File: config.mk
export PLATFORM = sky130hd
export DESIGN_NAME = alu16_cmd_issue
export DESIGN_NICKNAME = d
export VERILOG_FILES = /design/src/rtl/alu16_pkg.sv /design/src/rtl/alu16_cmd_fifo.sv /design/src/rtl/alu16_cmd_issue.sv
export SDC_FILE = /design/constraint.sdc
export NUM_CORES = 1
export LEC_CHECK = 0
export CAP_MARGIN = 15
export CORE_AREA = 2 2 143 145
export CTS_BUF_LIST = sky130_fd_sc_hd__clkbuf_2
export CTS_CLUSTER_DIAMETER = 100
export DETAILED_ROUTE_END_ITERATION = 10
export DIE_AREA = 0 0 145 147
export MAX_ROUTING_LAYER = met4
export PLACE_DENSITY = 0.67
export SLEW_MARGIN = 30
export SYNTH_ARGS = -nofsm -noshare
export SYNTH_HDL_FRONTEND = slang
export SYNTH_SLANG_ARGS = --single-unit
File: constraint.sdc
create_clock -name clk -period 2.8 [get_ports clk]
set_clock_uncertainty 0.1 [all_clocks]
set_input_delay 0.42 -clock clk [delete_from_list [all_inputs] [get_ports clk]]
set_output_delay 0.42 -clock clk [all_outputs]
set_load 0.02 [all_outputs]
File: src/rtl/alu16_pkg.sv
// Shared types and constants for the ALU16 command issue stage.
package alu16_pkg;

    localparam logic [2:0] OP_ADD = 3'b000;
    localparam logic [2:0] OP_SUB = 3'b001;
    localparam logic [2:0] OP_AND = 3'b010;
    localparam logic [2:0] OP_OR  = 3'b011;
    localparam logic [2:0] OP_XOR = 3'b100;

    localparam int CMD_W = 35;

    typedef enum logic [1:0] {
        ST_IDLE  = 2'b00,
        ST_DRIVE = 2'b01,
        ST_HOLD  = 2'b10
    } state_e;

    typedef struct packed {
        logic [15:0] a;
        logic [15:0] b;
        logic [2:0]  op;
    } cmd_t;

    function automatic logic op_is_illegal(input logic [2:0] op);
        logic ill;
        case (op)
            OP_ADD, OP_SUB, OP_AND, OP_OR, OP_XOR: ill = 1'b0;
            default:                               ill = 1'b1;
        endcase
        return ill;
    endfunction

endpackage

File: src/rtl/alu16_cmd_fifo.sv
// Command FIFO for the ALU16 issue stage; push is ignored when full, pop when empty.
module alu16_cmd_fifo #(
    parameter int DEPTH = 4,
    parameter int W     = 35,
    parameter int CNT_W = $clog2(DEPTH) + 1
) (
    input  logic             clk,
    input  logic             rst,
    input  logic             push,
    input  logic [W-1:0]     push_data,
    input  logic             pop,
    output logic [W-1:0]     pop_data,
    output logic             full,
    output logic             empty,
    output logic [CNT_W-1:0] count
);

    localparam int PTR_W = $clog2(DEPTH);

    logic [W-1:0]     mem_q [DEPTH];
    logic [W-1:0]     mem_d [DEPTH];
    logic [PTR_W-1:0] wr_ptr_q, wr_ptr_d;
    logic [PTR_W-1:0] rd_ptr_q, rd_ptr_d;
    logic [CNT_W-1:0] count_q, count_d;
    logic             push_ok;
    logic             pop_ok;

    assign full     = (count_q == CNT_W'(DEPTH));
    assign empty    = (count_q == {CNT_W{1'b0}});
    assign count    = count_q;
    assign pop_data = mem_q[rd_ptr_q];
    assign push_ok  = push && !full;
    assign pop_ok   = pop && !empty;

    // Next-state for storage, pointers and occupancy; pointers wrap naturally at DEPTH.
    always_comb begin
        mem_d    = mem_q;
        wr_ptr_d = wr_ptr_q;
        rd_ptr_d = rd_ptr_q;
        count_d  = count_q;
        if (push_ok) begin
            mem_d[wr_ptr_q] = push_data;
            wr_ptr_d        = wr_ptr_q + PTR_W'(1);
        end else begin
            wr_ptr_d = wr_ptr_q;
        end
        if (pop_ok) begin
            rd_ptr_d = rd_ptr_q + PTR_W'(1);
        end else begin
            rd_ptr_d = rd_ptr_q;
        end
        case ({push_ok, pop_ok})
            2'b10:   count_d = count_q + CNT_W'(1);
            2'b01:   count_d = count_q - CNT_W'(1);
            default: count_d = count_q;
        endcase
    end

    // State registers with synchronous reset.
    always_ff @(posedge clk) begin
        if (rst) begin
            wr_ptr_q <= {PTR_W{1'b0}};
            rd_ptr_q <= {PTR_W{1'b0}};
            count_q  <= {CNT_W{1'b0}};
            for (int i = 0; i < DEPTH; i++) begin
                mem_q[i] <= {W{1'b0}};
            end
        end else begin
            wr_ptr_q <= wr_ptr_d;
            rd_ptr_q <= rd_ptr_d;
            count_q  <= count_d;
            for (int i = 0; i < DEPTH; i++) begin
                mem_q[i] <= mem_d[i];
            end
        end
    end

endmodule

File: src/rtl/alu16_cmd_issue.sv
// Flow-controlled issue stage wrapping a combinational 16-bit ALU.
// Optional perf counters: define ALU16_ISSUE_PERF_EN.
module alu16_cmd_issue
    import alu16_pkg::*;
#(
    parameter int DEPTH = 4,
    parameter int CNT_W = $clog2(DEPTH) + 1
) (
    input  logic             clk,
    input  logic             rst,
    input  logic             cmd_valid,
    output logic             cmd_ready,
    input  logic [15:0]      cmd_a,
    input  logic [15:0]      cmd_b,
    input  logic [2:0]       cmd_op,
    output logic [15:0]      alu_a,
    output logic [15:0]      alu_b,
    output logic [2:0]       alu_control,
    input  logic [15:0]      alu_result,
    output logic             rsp_valid,
    input  logic             rsp_ready,
    output logic [15:0]      rsp_result,
    output logic [2:0]       rsp_op,
    output logic             rsp_zero,
    output logic             rsp_illegal,
`ifdef ALU16_ISSUE_PERF_EN
    output logic [31:0]      perf_ops,
    output logic [31:0]      perf_stall,
`endif
    output logic [CNT_W-1:0] fifo_count
);

    state_e      state_q, state_d;
    logic [15:0] alu_a_q, alu_a_d;
    logic [15:0] alu_b_q, alu_b_d;
    logic [2:0]  alu_ctrl_q, alu_ctrl_d;
    logic        rsp_valid_q, rsp_valid_d;
    logic [15:0] rsp_result_q, rsp_result_d;
    logic [2:0]  rsp_op_q, rsp_op_d;
    logic        rsp_zero_q, rsp_zero_d;
    logic        rsp_illegal_q, rsp_illegal_d;

    logic        fifo_pop;
    logic        fifo_full;
    logic        fifo_empty;
    cmd_t        fifo_head;
    cmd_t        cmd_in;
    logic        cur_illegal;
    logic [15:0] cur_result;

    assign cmd_in    = '{a: cmd_a, b: cmd_b, op: cmd_op};
    assign cmd_ready = !fifo_full;

    alu16_cmd_fifo #(
        .DEPTH (DEPTH),
        .W     (CMD_W),
        .CNT_W (CNT_W)
    ) u_fifo (
        .clk       (clk),
        .rst       (rst),
        .push      (cmd_valid),
        .push_data (cmd_in),
        .pop       (fifo_pop),
        .pop_data  (fifo_head),
        .full      (fifo_full),
        .empty     (fifo_empty),
        .count     (fifo_count)
    );

    assign cur_illegal = op_is_illegal(alu_ctrl_q);
    assign cur_result  = cur_illegal ? 16'h0000 : alu_result;

    // Issue FSM: pop and drive the ALU, capture one cycle later, hold until accepted.
    always_comb begin
        state_d       = state_q;
        alu_a_d       = alu_a_q;
        alu_b_d       = alu_b_q;
        alu_ctrl_d    = alu_ctrl_q;
        rsp_valid_d   = rsp_valid_q;
        rsp_result_d  = rsp_result_q;
        rsp_op_d      = rsp_op_q;
        rsp_zero_d    = rsp_zero_q;
        rsp_illegal_d = rsp_illegal_q;
        fifo_pop      = 1'b0;
        case (state_q)
            ST_IDLE: begin
                if (!fifo_empty) begin
                    fifo_pop   = 1'b1;
                    alu_a_d    = fifo_head.a;
                    alu_b_d    = fifo_head.b;
                    alu_ctrl_d = fifo_head.op;
                    state_d    = ST_DRIVE;
                end else begin
                    state_d = ST_IDLE;
                end
            end
            ST_DRIVE: begin
                rsp_valid_d   = 1'b1;
                rsp_result_d  = cur_result;
                rsp_op_d      = alu_ctrl_q;
                rsp_zero_d    = (cur_result == 16'h0000);
                rsp_illegal_d = cur_illegal;
                state_d       = ST_HOLD;
            end
            ST_HOLD: begin
                if (rsp_ready) begin
                    rsp_valid_d = 1'b0;
                    if (!fifo_empty) begin
                        fifo_pop   = 1'b1;
                        alu_a_d    = fifo_head.a;
                        alu_b_d    = fifo_head.b;
                        alu_ctrl_d = fifo_head.op;
                        state_d    = ST_DRIVE;
                    end else begin
                        state_d = ST_IDLE;
                    end
                end else begin
                    state_d = ST_HOLD;
                end
            end
            default: begin
                rsp_valid_d = 1'b0;
                state_d     = ST_IDLE;
            end
        endcase
    end

    // FSM, ALU-drive and response registers.
    always_ff @(posedge clk) begin
        if (rst) begin
            state_q       <= ST_IDLE;
            alu_a_q       <= 16'h0000;
            alu_b_q       <= 16'h0000;
            alu_ctrl_q    <= 3'b000;
            rsp_valid_q   <= 1'b0;
            rsp_result_q  <= 16'h0000;
            rsp_op_q      <= 3'b000;
            rsp_zero_q    <= 1'b0;
            rsp_illegal_q <= 1'b0;
        end else begin
            state_q       <= state_d;
            alu_a_q       <= alu_a_d;
            alu_b_q       <= alu_b_d;
            alu_ctrl_q    <= alu_ctrl_d;
            rsp_valid_q   <= rsp_valid_d;
            rsp_result_q  <= rsp_result_d;
            rsp_op_q      <= rsp_op_d;
            rsp_zero_q    <= rsp_zero_d;
            rsp_illegal_q <= rsp_illegal_d;
        end
    end

    assign alu_a       = alu_a_q;
    assign alu_b       = alu_b_q;
    assign alu_control = alu_ctrl_q;
    assign rsp_valid   = rsp_valid_q;
    assign rsp_result  = rsp_result_q;
    assign rsp_op      = rsp_op_q;
    assign rsp_zero    = rsp_zero_q;
    assign rsp_illegal = rsp_illegal_q;

`ifdef ALU16_ISSUE_PERF_EN
    logic [31:0] perf_ops_q, perf_ops_d;
    logic [31:0] perf_stall_q, perf_stall_d;

    // Handshake and stall counters, wrapping at 2^32.
    always_comb begin
        perf_ops_d   = perf_ops_q;
        perf_stall_d = perf_stall_q;
        if (rsp_valid_q && rsp_ready) begin
            perf_ops_d = perf_ops_q + 32'd1;
        end else begin
            perf_ops_d = perf_ops_q;
        end
        if (rsp_valid_q && !rsp_ready) begin
            perf_stall_d = perf_stall_q + 32'd1;
        end else begin
            perf_stall_d = perf_stall_q;
        end
    end

    // Counter registers.
    always_ff @(posedge clk) begin
        if (rst) begin
            perf_ops_q   <= 32'd0;
            perf_stall_q <= 32'd0;
        end else begin
            perf_ops_q   <= perf_ops_d;
            perf_stall_q <= perf_stall_d;
        end
    end

    assign perf_ops   = perf_ops_q;
    assign perf_stall = perf_stall_q;
`endif

endmodule

## Word level (Yosys, flattened, before mapping)

Index checks and enable logic that the tools add are counted.
Widths: inputs -> output; s select.

| operators by class | value |
|---|---|
| add/sub/neg operators | 4 |
| magnitude comparators | 3 |
| equal/unequal tests | 10 |
| mux-type cells | 26 |
| bitwise logic cells | 3 |
| reductions and logical operators | 14 |

Operators with widths:

| kind | number |
|---|---|
| $bwmux 140 | 1 |
| $mux 35 | 3 |
| $mux 16 | 5 |
| $bmux 35 s2 | 1 |
| $demux 35 s2 | 1 |
| $pmux 16 s2 | 2 |
| $logic_not 16->1 | 1 |
| $pmux 3 s2 | 2 |
| $eq 3x2->1 const B | 2 |
| $eq 3x3->1 const B | 2 |
| $ge 3x3->1 const B | 2 |
| $logic_not 3->1 | 2 |
| $mux 3 | 2 |
| $not 2->3 | 2 |
| $pmux 2 s3 | 1 |
| $mux 1 | 5 |
| $reduce_or 5->1 | 1 |
| $add 2x1->2 const B | 2 |
| $eq 2x1->1 const B | 2 |
| $eq 2x2->1 const B | 2 |
| $reduce_and 2->1 | 2 |
| $reduce_bool 2->1 | 2 |
| $add 3x1->3 const B | 1 |
| $eq 3x1->1 const B | 1 |
| other kinds (10) | 13 |

| storage, ports and cells | value |
|---|---|
| register bits | 206 |
| input bits | 55 |
| output and inout port bits | 61 |
| word-level logic and storage cells | 76 |

## Logic depth before layout (Yosys ltp)

Gate-level depths: netlist of the first run.

| depth | value |
|---|---|
| depth after elaboration | 7 |
| depth in mapped cells | 9 |
| mapped depth without buffers | 8 |

## Modules after synthesis

A second synthesis of the first run with hierarchy kept.

| unflattened totals | value |
|---|---|
| cells, all modules | 860 |
| area, all modules | 9202.6 um^2 |

By module, submodules not included:

| module | times used | cells an instance | area an instance (um^2) | seq. area each (um^2) |
|---|---|---|---|---|
| alu16_cmd_fifo | 1 | 587 | 6829.0 | 2942.8 |
| alu16_cmd_issue | 1 | 273 | 2373.5 | 1181.1 |

## Worst setup path before layout of the first run

No wires, ideal clock.

| timing path | value |
|---|---|
| path type | flip-flop to flip-flop |
| from | reg u_fifo.count_q[0] (netlist: u_fifo.count[0]) |
| to | reg u_fifo.count_q[2] (netlist: u_fifo.count[2]) |
| library setup time | 70 ps |
| data arrival time | 2455 ps |
| required time | 2630 ps |
| slack | 175 ps |
| cell stages (with the launch flop) | 10 |
| buffers on the path | 1 |
| clock period less this slack | 2625 ps |
| cell sequence | dfxtp_1 -> nor3_1 -> nor3_2 -> buf_2 -> ha_1 -> inv_1 -> fa_1 -> xor2_1 -> or3_1 -> a21oi_1 |

| on the way | value |
|---|---|
| longest elaborated chain between the ends | 7 |
| elaborated cells on any way between the ends | 15 |
| classes of those cells | 2 x add/sub; 3 x eq/ne; 4 x mux; 6 x reduce/logical |

RTL lines:

| element | line | RTL |
|---|---|---|
| start, declared | alu16_cmd_fifo.sv:24 | `logic [CNT_W-1:0] count_q, count_d;` |
| start signal, assigned | alu16_cmd_fifo.sv:64 | `count_q <= {CNT_W{1'b0}};` |
| start signal, assigned | alu16_cmd_fifo.sv:71 | `count_q <= count_d;` |
| $logic_not 3->1 (*) | alu16_cmd_fifo.sv:29 | `assign empty = (count_q == {CNT_W{1'b0}});` |
| $mux 1 | alu16_cmd_issue.sv:87, alu16_cmd_issue.sv:108 |  |
| $mux 1 | alu16_cmd_issue.sv:106 | `if (rsp_ready) begin` |
| $pmux 1 s2 | alu16_cmd_issue.sv:85 | `case (state_q)` |
| $logic_and 1x1->1 (*) | alu16_cmd_fifo.sv:33 | `assign pop_ok = pop && !empty;` |
| named net u_fifo.pop_ok | alu16_cmd_fifo.sv:26 | `logic pop_ok;` |
| $eq 2x1->1 or $eq 2x2->1 (tied branches) | alu16_cmd_fifo.sv:52 | `case ({push_ok, pop_ok})` |
| $pmux 3 s2 or $reduce_bool 2->1 (tied branches) | - |  |

The timed path passes the listed nets; every way through them passes the cells marked *.
A chain may end at the register's enable or synchronous reset.

## Worst setup path in the final report of the first run

| timing path | value |
|---|---|
| from | reg u_fifo.count_q[2] (netlist: u_fifo.count[2]) |
| to | out cmd_ready |

| on the way | value |
|---|---|
| longest elaborated chain between the ends | 2 |

RTL lines:

| element | line | RTL |
|---|---|---|
| $eq 3x3->1 | alu16_cmd_fifo.sv:28 | `assign full = (count_q == CNT_W'(DEPTH));` |
| $logic_not 1->1 | alu16_cmd_issue.sv:52 | `assign cmd_ready = !fifo_full;` |
| end, declared | alu16_cmd_issue.sv:12 | `output logic cmd_ready,` |

Every way passes these cells.

==> results of run 1 <==
==> Yosys cell counts, types with 8 or more instances <==
master / instances
nand2b_1: 211
dfxtp_1: 206
mux2i_1: 140
clkbuf_1: 41
mux4_2: 35
o2bb2ai_1: 35
a21oi_1: 26
nand2_1: 24
nand3_1: 22
buf_2: 10
buf_4: 8
nor2_1: 8
==> area by class of cell <==
| type | instances | area share [%] |
|---|---|---|
| antenna | 1 | 0.0233 |
| clock buffer | 78 | 3.63 |
| clock inverter | 2 | 0.0698 |
| inverter | 5 | 0.175 |
| multi-input combinational | 536 | 41.8 |
| sequential | 206 | 38.4 |
| tap | 270 | 3.14 |
| timing repair buffer | 133 | 12.7 |
==> state kept, by name, summed over array words and instances, names as in the netlist <==
name / cells
alu_b: 16
state_q: 2
u_fifo.wr_ptr_q: 2
u_fifo.mem_q: 140
rsp_result: 16
u_fifo.rd_ptr_q: 2
rsp_valid: 1
rsp_illegal: 1
alu_control: 3
rsp_zero: 1
alu_a: 16
rsp_op: 3
u_fifo.count: 3
==> logic make-up after synthesis <==
kind of cell	synth area share (%)
AND/OR/NAND/NOR	19.0
flip-flops	46.1
adder cells (fa/ha/maj)	0.923
XOR/XNOR	0.196
AO/OA/AOI/OAI	5.34
buffers and inverters	3.83
multiplexers	24.6
==> power groups by stage <==
| stage | clock [mW] | sequential (mW) | combinational [mW] |
|---|---|---|---|
| global route | 2.07 | 3.51 | 2.44 |
| floorplan | 0 | 3.60 | 1.38 |
| finish | 1.83 | 3.46 | 2.25 |
| CTS | 1.93 | 3.47 | 2.30 |
| global placement | 0 | 3.53 | 2.27 |
| detailed placement | 0 | 3.54 | 2.29 |
==> layout by cell type, fill, tap and decap left out, drive strengths merged, types with 5 or more instances in the layout <==
cell,Yosys,layout
nor2,8,8
ha,5,5
nand2,24,24
mux2i,140,140
inv,5,5
dfxtp,206,206
buf,24,19
a21oi,26,26
clkdlybuf4s50,0,113
o2bb2ai,35,35
clkbuf,41,78
nor4,5,5
mux4,35,35
nand3,22,22
nand2b,211,211
==> repair_timing <==
item,in CTS,in global routing
gates resized for setup,1,0
hold endpoints to repair,0,0
setup endpoints to repair,1,0
==> routing by layer <==
| metal | up-vias | global-route usage, % | part of all wire (%) |
|---|---|---|---|
| met3 | 38 | 4.69 | 4.8 |
| met2 | 132 | 29.6 | 45 |
| met5 | - | - | 0 |
| li1 | 3082 | - | - |
| met4 | 0 | 6.34 | 2.1 |
| met1 | 2923 | 23.9 | 48 |
==> worst reg2reg max path, delay by kind of cell, from the launching register on <==
family          cells  cell delay, ps
compound gates      1             140
xor+xnor            1              70
fa+ha+maj           2             420
buf+inv             1              70
flops               1             370
simple gates        3            1120
==> how the worst max path moves through the flow <==
| stage | from | to |
|---|---|---|
| detailed placement | rsp_ready | u_fifo.count[2] |
| floorplan | u_fifo.count[0] | u_fifo.count[2] |
| global route | u_fifo.count[0] | cmd_ready |
| global placement | rsp_ready | u_fifo.count[2] |
| finish | u_fifo.count[2] | cmd_ready |
| CTS | u_fifo.count[0] | cmd_ready |
==> qor.csv, run 1 <==
stage,metric,value,unit
critical_path,reg2reg_depth,8,
power,powerDensity,702,nW/um^2
floorplanning,die_w,145,um
sta,finalHoldViolations,0,
synth,syn_nets,873,
cts,clock_sinks,206,
cts,postCtsSetupBuffers,0,
layout,layout.nets,995,
sta,setup_viol,0,
route,num_vias,6175,
critical_path,path_buf_inv,2,
global_route,gr-total-overflow,0,
critical_path,critPathLaunchType,flip-flop,
placed_design,place_area,10400,um^2
sta,finalSetupTns,0,ps
route,avgViaCountPerCell,5.02,
layout,fin_util,54.2,%
power,power.leakage,4.32,nW
sta,drv_slew,0,
layout,final_area,10800,um^2
synth,ys_top_cells_by_area,"dfxtp_1 46%, mux2i_1 16%, nand2b_1 15%, mux4_2 8.8%, o2bb2ai_1 3.4%",
synth,yosys_warnings,0,
floorplanning,core_area,19800,um^2
cts,cts_root_buf,clkbuf_2,
power,power_frac_clock,24.3,%
critical_path,rr_startpoint,u_fifo.count[0],
layout,multi_input_area,4500,um^2
global_route,grt_pass1_wl,31.9,mm
min_path,min_from,rst,
route,avgRoutedWirePerCell,15.6,um
floorplanning,die_area,21300,um^2
synth,yosys.area.top_type,dfxtp_1,
synth,ys_ff_latch,206,
synth,synth_ff_type,dfxtp_1,
layout,seq_area,4130,um^2
power,p_sw_share,34.0,%
placed_design,post-place-ws,245,ps
cts,htreeDepth,2,
sta,slew_headroom,40.4,%
power,p_sw,2.57,mW
power,power.total,7.54,mW
critical_path,cp_top_family,buffers and inverters,
critical_path,cp.depth,3,
synth,synth.top_cell.area_share,46.1,%
critical_path,r2r_end,u_fifo.count[2],
layout,fin_cells,1231,
cts,cts_tree,done,
cts,clk_pin_slew,90,ps
synth,avgSynthCellArea,11.0,um^2
critical_path,regToRegSetupSlack,450,ps
power,combPwrFrac,29.8,%
global_route,track_usage,18.8,%
floorplanning,fp-row-count,52,
sta,setup_slack,223,ps
placed_design,dp_cells,1150,
sta,fmax,388,MHz
cts,clk_latency,760,ps
critical_path,crit_chain,or3b_1 -> buf_4 -> dlygate4sd2_1,
layout,fillers,1808,
synth,async_reset_ff_share,0,%
synth,ys_types,36,
floorplanning,die_h,147,um
sta,grt_setup_unrepaired,false,
sta,worst-slew-pin-transition,886,ps
layout,area_growth,20.2,%
cts,clk_path_buf_depth,3,
sta,min_period,2580,ps
critical_path,worst-path-max-fanout,11,
synth,netlist_area,8940,um^2
placed_design,dpl.hpwl,11.6,mm
cts,hold_buffers,0,
synth,synthCells,812,
floorplanning,start_util,45.1,%
critical_path,worst_setup_path_end_kind,output pin,
synth,synth_edf_count,0,
synth,ys_seq_area_share,46.1,%
critical_path,crit_path_top_delay_cell,dfxtp_1,
cts,cts_buffers,52,
critical_path,path_class,reg2out,
layout,drive_gt1_share,14.8,%
run_status,status,"finished, final reports clean",
global_route,antenna_found_initial,1,
floorplanning,io_pins,116,
min_path,hold_class,in2reg,
min_path,min_to,u_fifo.mem_q[6],
sta,hold_slack,116,ps
global_route,grt_max_degree,138,
route,drt_iter0_markers,235,
power,ir_drop,0.510,mV
route,drtAntennaViolNets,0,
critical_path,slowest_delay,390,ps
route,totalWireLength,19.2,mm
critical_path,worstPathArrival,2060,ps
placed_design,gp_congestion,0.757,
placed_design,io_buffer_count,115,
route,drc,0,
global_route,grt_pass1_vias,6297,
min_path,worstHoldPathCells,3,
flow_run,cap_violations,0,
power,seqPwrFrac,45.9,%
sta,fin_crit_sh,92.0,%
critical_path,critical_path_required,2280,ps
route,dr.pass1.iters,4,
power,p_int,4.98,mW
Note: power is estimated with default switching activity, not from simulation.
==> inputs of run 2 (changes only) <==
--- a/config.mk
+++ b/config.mk
@@ -8,7 +8,7 @@
 export CAP_MARGIN = 15
 export CORE_AREA = 2 2 143 145
 export CTS_BUF_LIST = sky130_fd_sc_hd__clkbuf_2
-export CTS_CLUSTER_DIAMETER = 100
+export CTS_CLUSTER_DIAMETER = 30
 export DETAILED_ROUTE_END_ITERATION = 10
 export DIE_AREA = 0 0 145 147
 export MAX_ROUTING_LAYER = met4
==> constraint.sdc (replaced) <==
create_clock -name clk -period 2.7 [get_ports clk]
set_clock_uncertainty 0.1 [all_clocks]
set_input_delay 0.405 -clock clk [delete_from_list [all_inputs] [get_ports clk]]
set_output_delay 0.405 -clock clk [all_outputs]
set_load 0.02 [all_outputs]
==> run 2 against run 1 <==
Sequential power increased by 4%. Register-to-register slack got worse by 120 ps. Highest routed layer unchanged. Clock power increased by 13%. Hold slack got worse by 6.9 ps.
==> qor.csv, run 2 (same netlist as run 1, synthesis figures left out) <==
stage,metric,value,unit
run_status,status,"finished, final reports clean",
critical_path,cp_top_family,simple AND/OR/NAND/NOR gates,
floorplanning,io_pins,116,
layout,largest_reg_flops,140,
critical_path,crit_chain,or3b_1 -> buf_4 -> clkbuf_2,
cts,clk_pin_slew,100,ps
placed_design,dpl.hpwl,12.0,mm
layout,top_register,u_fifo.mem_q,
route,num_vias,6280,
cts,clk_latency,810,ps
global_route,track_usage,19.0,%
critical_path,worst_setup_path_end_kind,output pin,
layout,multi_input_area,4500,um^2
layout,drive_gt1_share,16.3,%
critical_path,regToRegSetupSlack,330,ps
layout,final_area,10900,um^2
power,power.leakage,4.39,nW
layout,area_growth,21.6,%
placed_design,place_area,10400,um^2
critical_path,slowest_delay,410,ps
sta,worst-slew-pin-transition,894,ps
placed_design,gp_congestion,0.745,
global_route,antenna_found_initial,1,
cts,cts_tree,done,
power,power.total,8.03,mW
route,drt_iter0_markers,241,
critical_path,critPathLaunchType,flip-flop,
cts,cts_root_buf,clkbuf_2,
power,powerDensity,739,nW/um^2
floorplanning,fp-row-count,52,
critical_path,worstPathArrival,1950,ps
layout,final_cell_mix,"211 x nand2b_1, 204 x dfxtp_1, 140 x mux2i_1",
placed_design,io_buffer_count,115,
floorplanning,start_util,45.1,%
global_route,grt_max_degree,85,
critical_path,path_class,reg2out,
power,ir_drop,0.578,mV
critical_path,crit_path_top_delay_cell,or3b_1,
sta,grt_setup_unrepaired,false,
layout,final_common_cell,nand2b_1,
cts,clock_sinks,206,
route,avgRoutedWirePerCell,15.5,um
sta,fmax,408,MHz
min_path,hold_class,in2reg,
floorplanning,die_w,145,um
sta,finalSetupTns,0,ps
global_route,gr-total-overflow,0,
cts,postCtsSetupBuffers,0,
cts,htreeDepth,2,
critical_path,path_buf_inv,2,
layout,seq_area,4130,um^2
route,avgViaCountPerCell,5.02,
flow_run,cap_violations,0,
layout,fin_util,54.8,%
route,drc,0,
sta,slew_headroom,39.9,%
sta,fin_crit_sh,90.8,%
cts,clk_path_buf_depth,3,
floorplanning,die_h,147,um
route,totalWireLength,19.4,mm
layout,fillers,1795,
floorplanning,core_area,19800,um^2
sta,setup_viol,0,
sta,drv_slew,0,
critical_path,critical_path_required,2190,ps
route,dr.pass1.iters,4,
sta,setup_slack,249,ps
critical_path,worst-path-max-fanout,11,
floorplanning,die_area,21300,um^2
sta,min_period,2450,ps
placed_design,post-place-ws,201,ps
cts,cts_buffers,55,
sta,finalHoldViolations,0,
route,drtAntennaViolNets,0,
layout,layout.nets,1004,
global_route,grt_pass1_wl,31.9,mm
global_route,grt_pass1_vias,6371,
run 2: changes by cell type in the layout (fill, tap and decap cells not counted), sizes merged:
cell / delta
buf: +6
dlygate4sd2: -1
clkinv: +4
clkbuf: +11
run 2: area by class of cell:
class / instances / share of cell area, %
diodes: 1 / 0.0230
clock buffers: 88 / 4.05
clock inverters: 6 / 0.219
inverters: 5 / 0.173
multi-input cells: 536 / 41.4
flip-flops and latches: 206 / 38.0
well taps: 270 / 3.11
repair buffers: 139 / 13.1
run 2: per-stage QoR:
step,hold WS (ps),std cells
floorplan,345,812
global placement,337,1156
detailed placement,343,1156
CTS,30.8,1250
global route,55.3,1251
finish,109,1251
run 2: worst paths after layout:
kind	start	to	cells past startpoint
max	u_fifo.count[0]	cmd_ready	3
min	alu_result[14]	rsp_result[14]	3
max reg2reg	u_fifo.count[0]	u_fifo.count[2]	8
min reg2reg	rsp_result[13]	rsp_result[13]	2
run 2: power breakdown:
group | switching [mW] | internal, mW | total [mW] | leakage, nW
logic | 1.28 | 1.09 | 2.38 | 2.34
registers | 0.234 | 3.35 | 3.59 | 1.67
clock network | 1.23 | 0.839 | 2.07 | 0.377
run 2: per-layer routing:
layer,vias up,part of all wire [%],global-route usage (%)
met5,-,0,-
met3,24,4.5,4.22
met4,0,1.6,6.44
li1,3104,-,-
met1,3013,47,24.2
met2,139,47,30.2
run 2: worst register-to-register path: stages (launching register included):
cell and delay [ps]:
dfxtp_1 360, nor3_1 740, nor3_4 80, ha_1 250
inv_1 80, fa_1 180, xor2_1 70, or3_1 310
a21oi_1 140
run 2: what timing repair did:
| item | 4_1_cts | 5_1_grt |
|---|---|---|
| hold buffers | 0 | 0 |
| cloned | 0 | 0 |
| gates resized for setup | 2 | 1 |
| setup endpoints to repair | 1 | 1 |
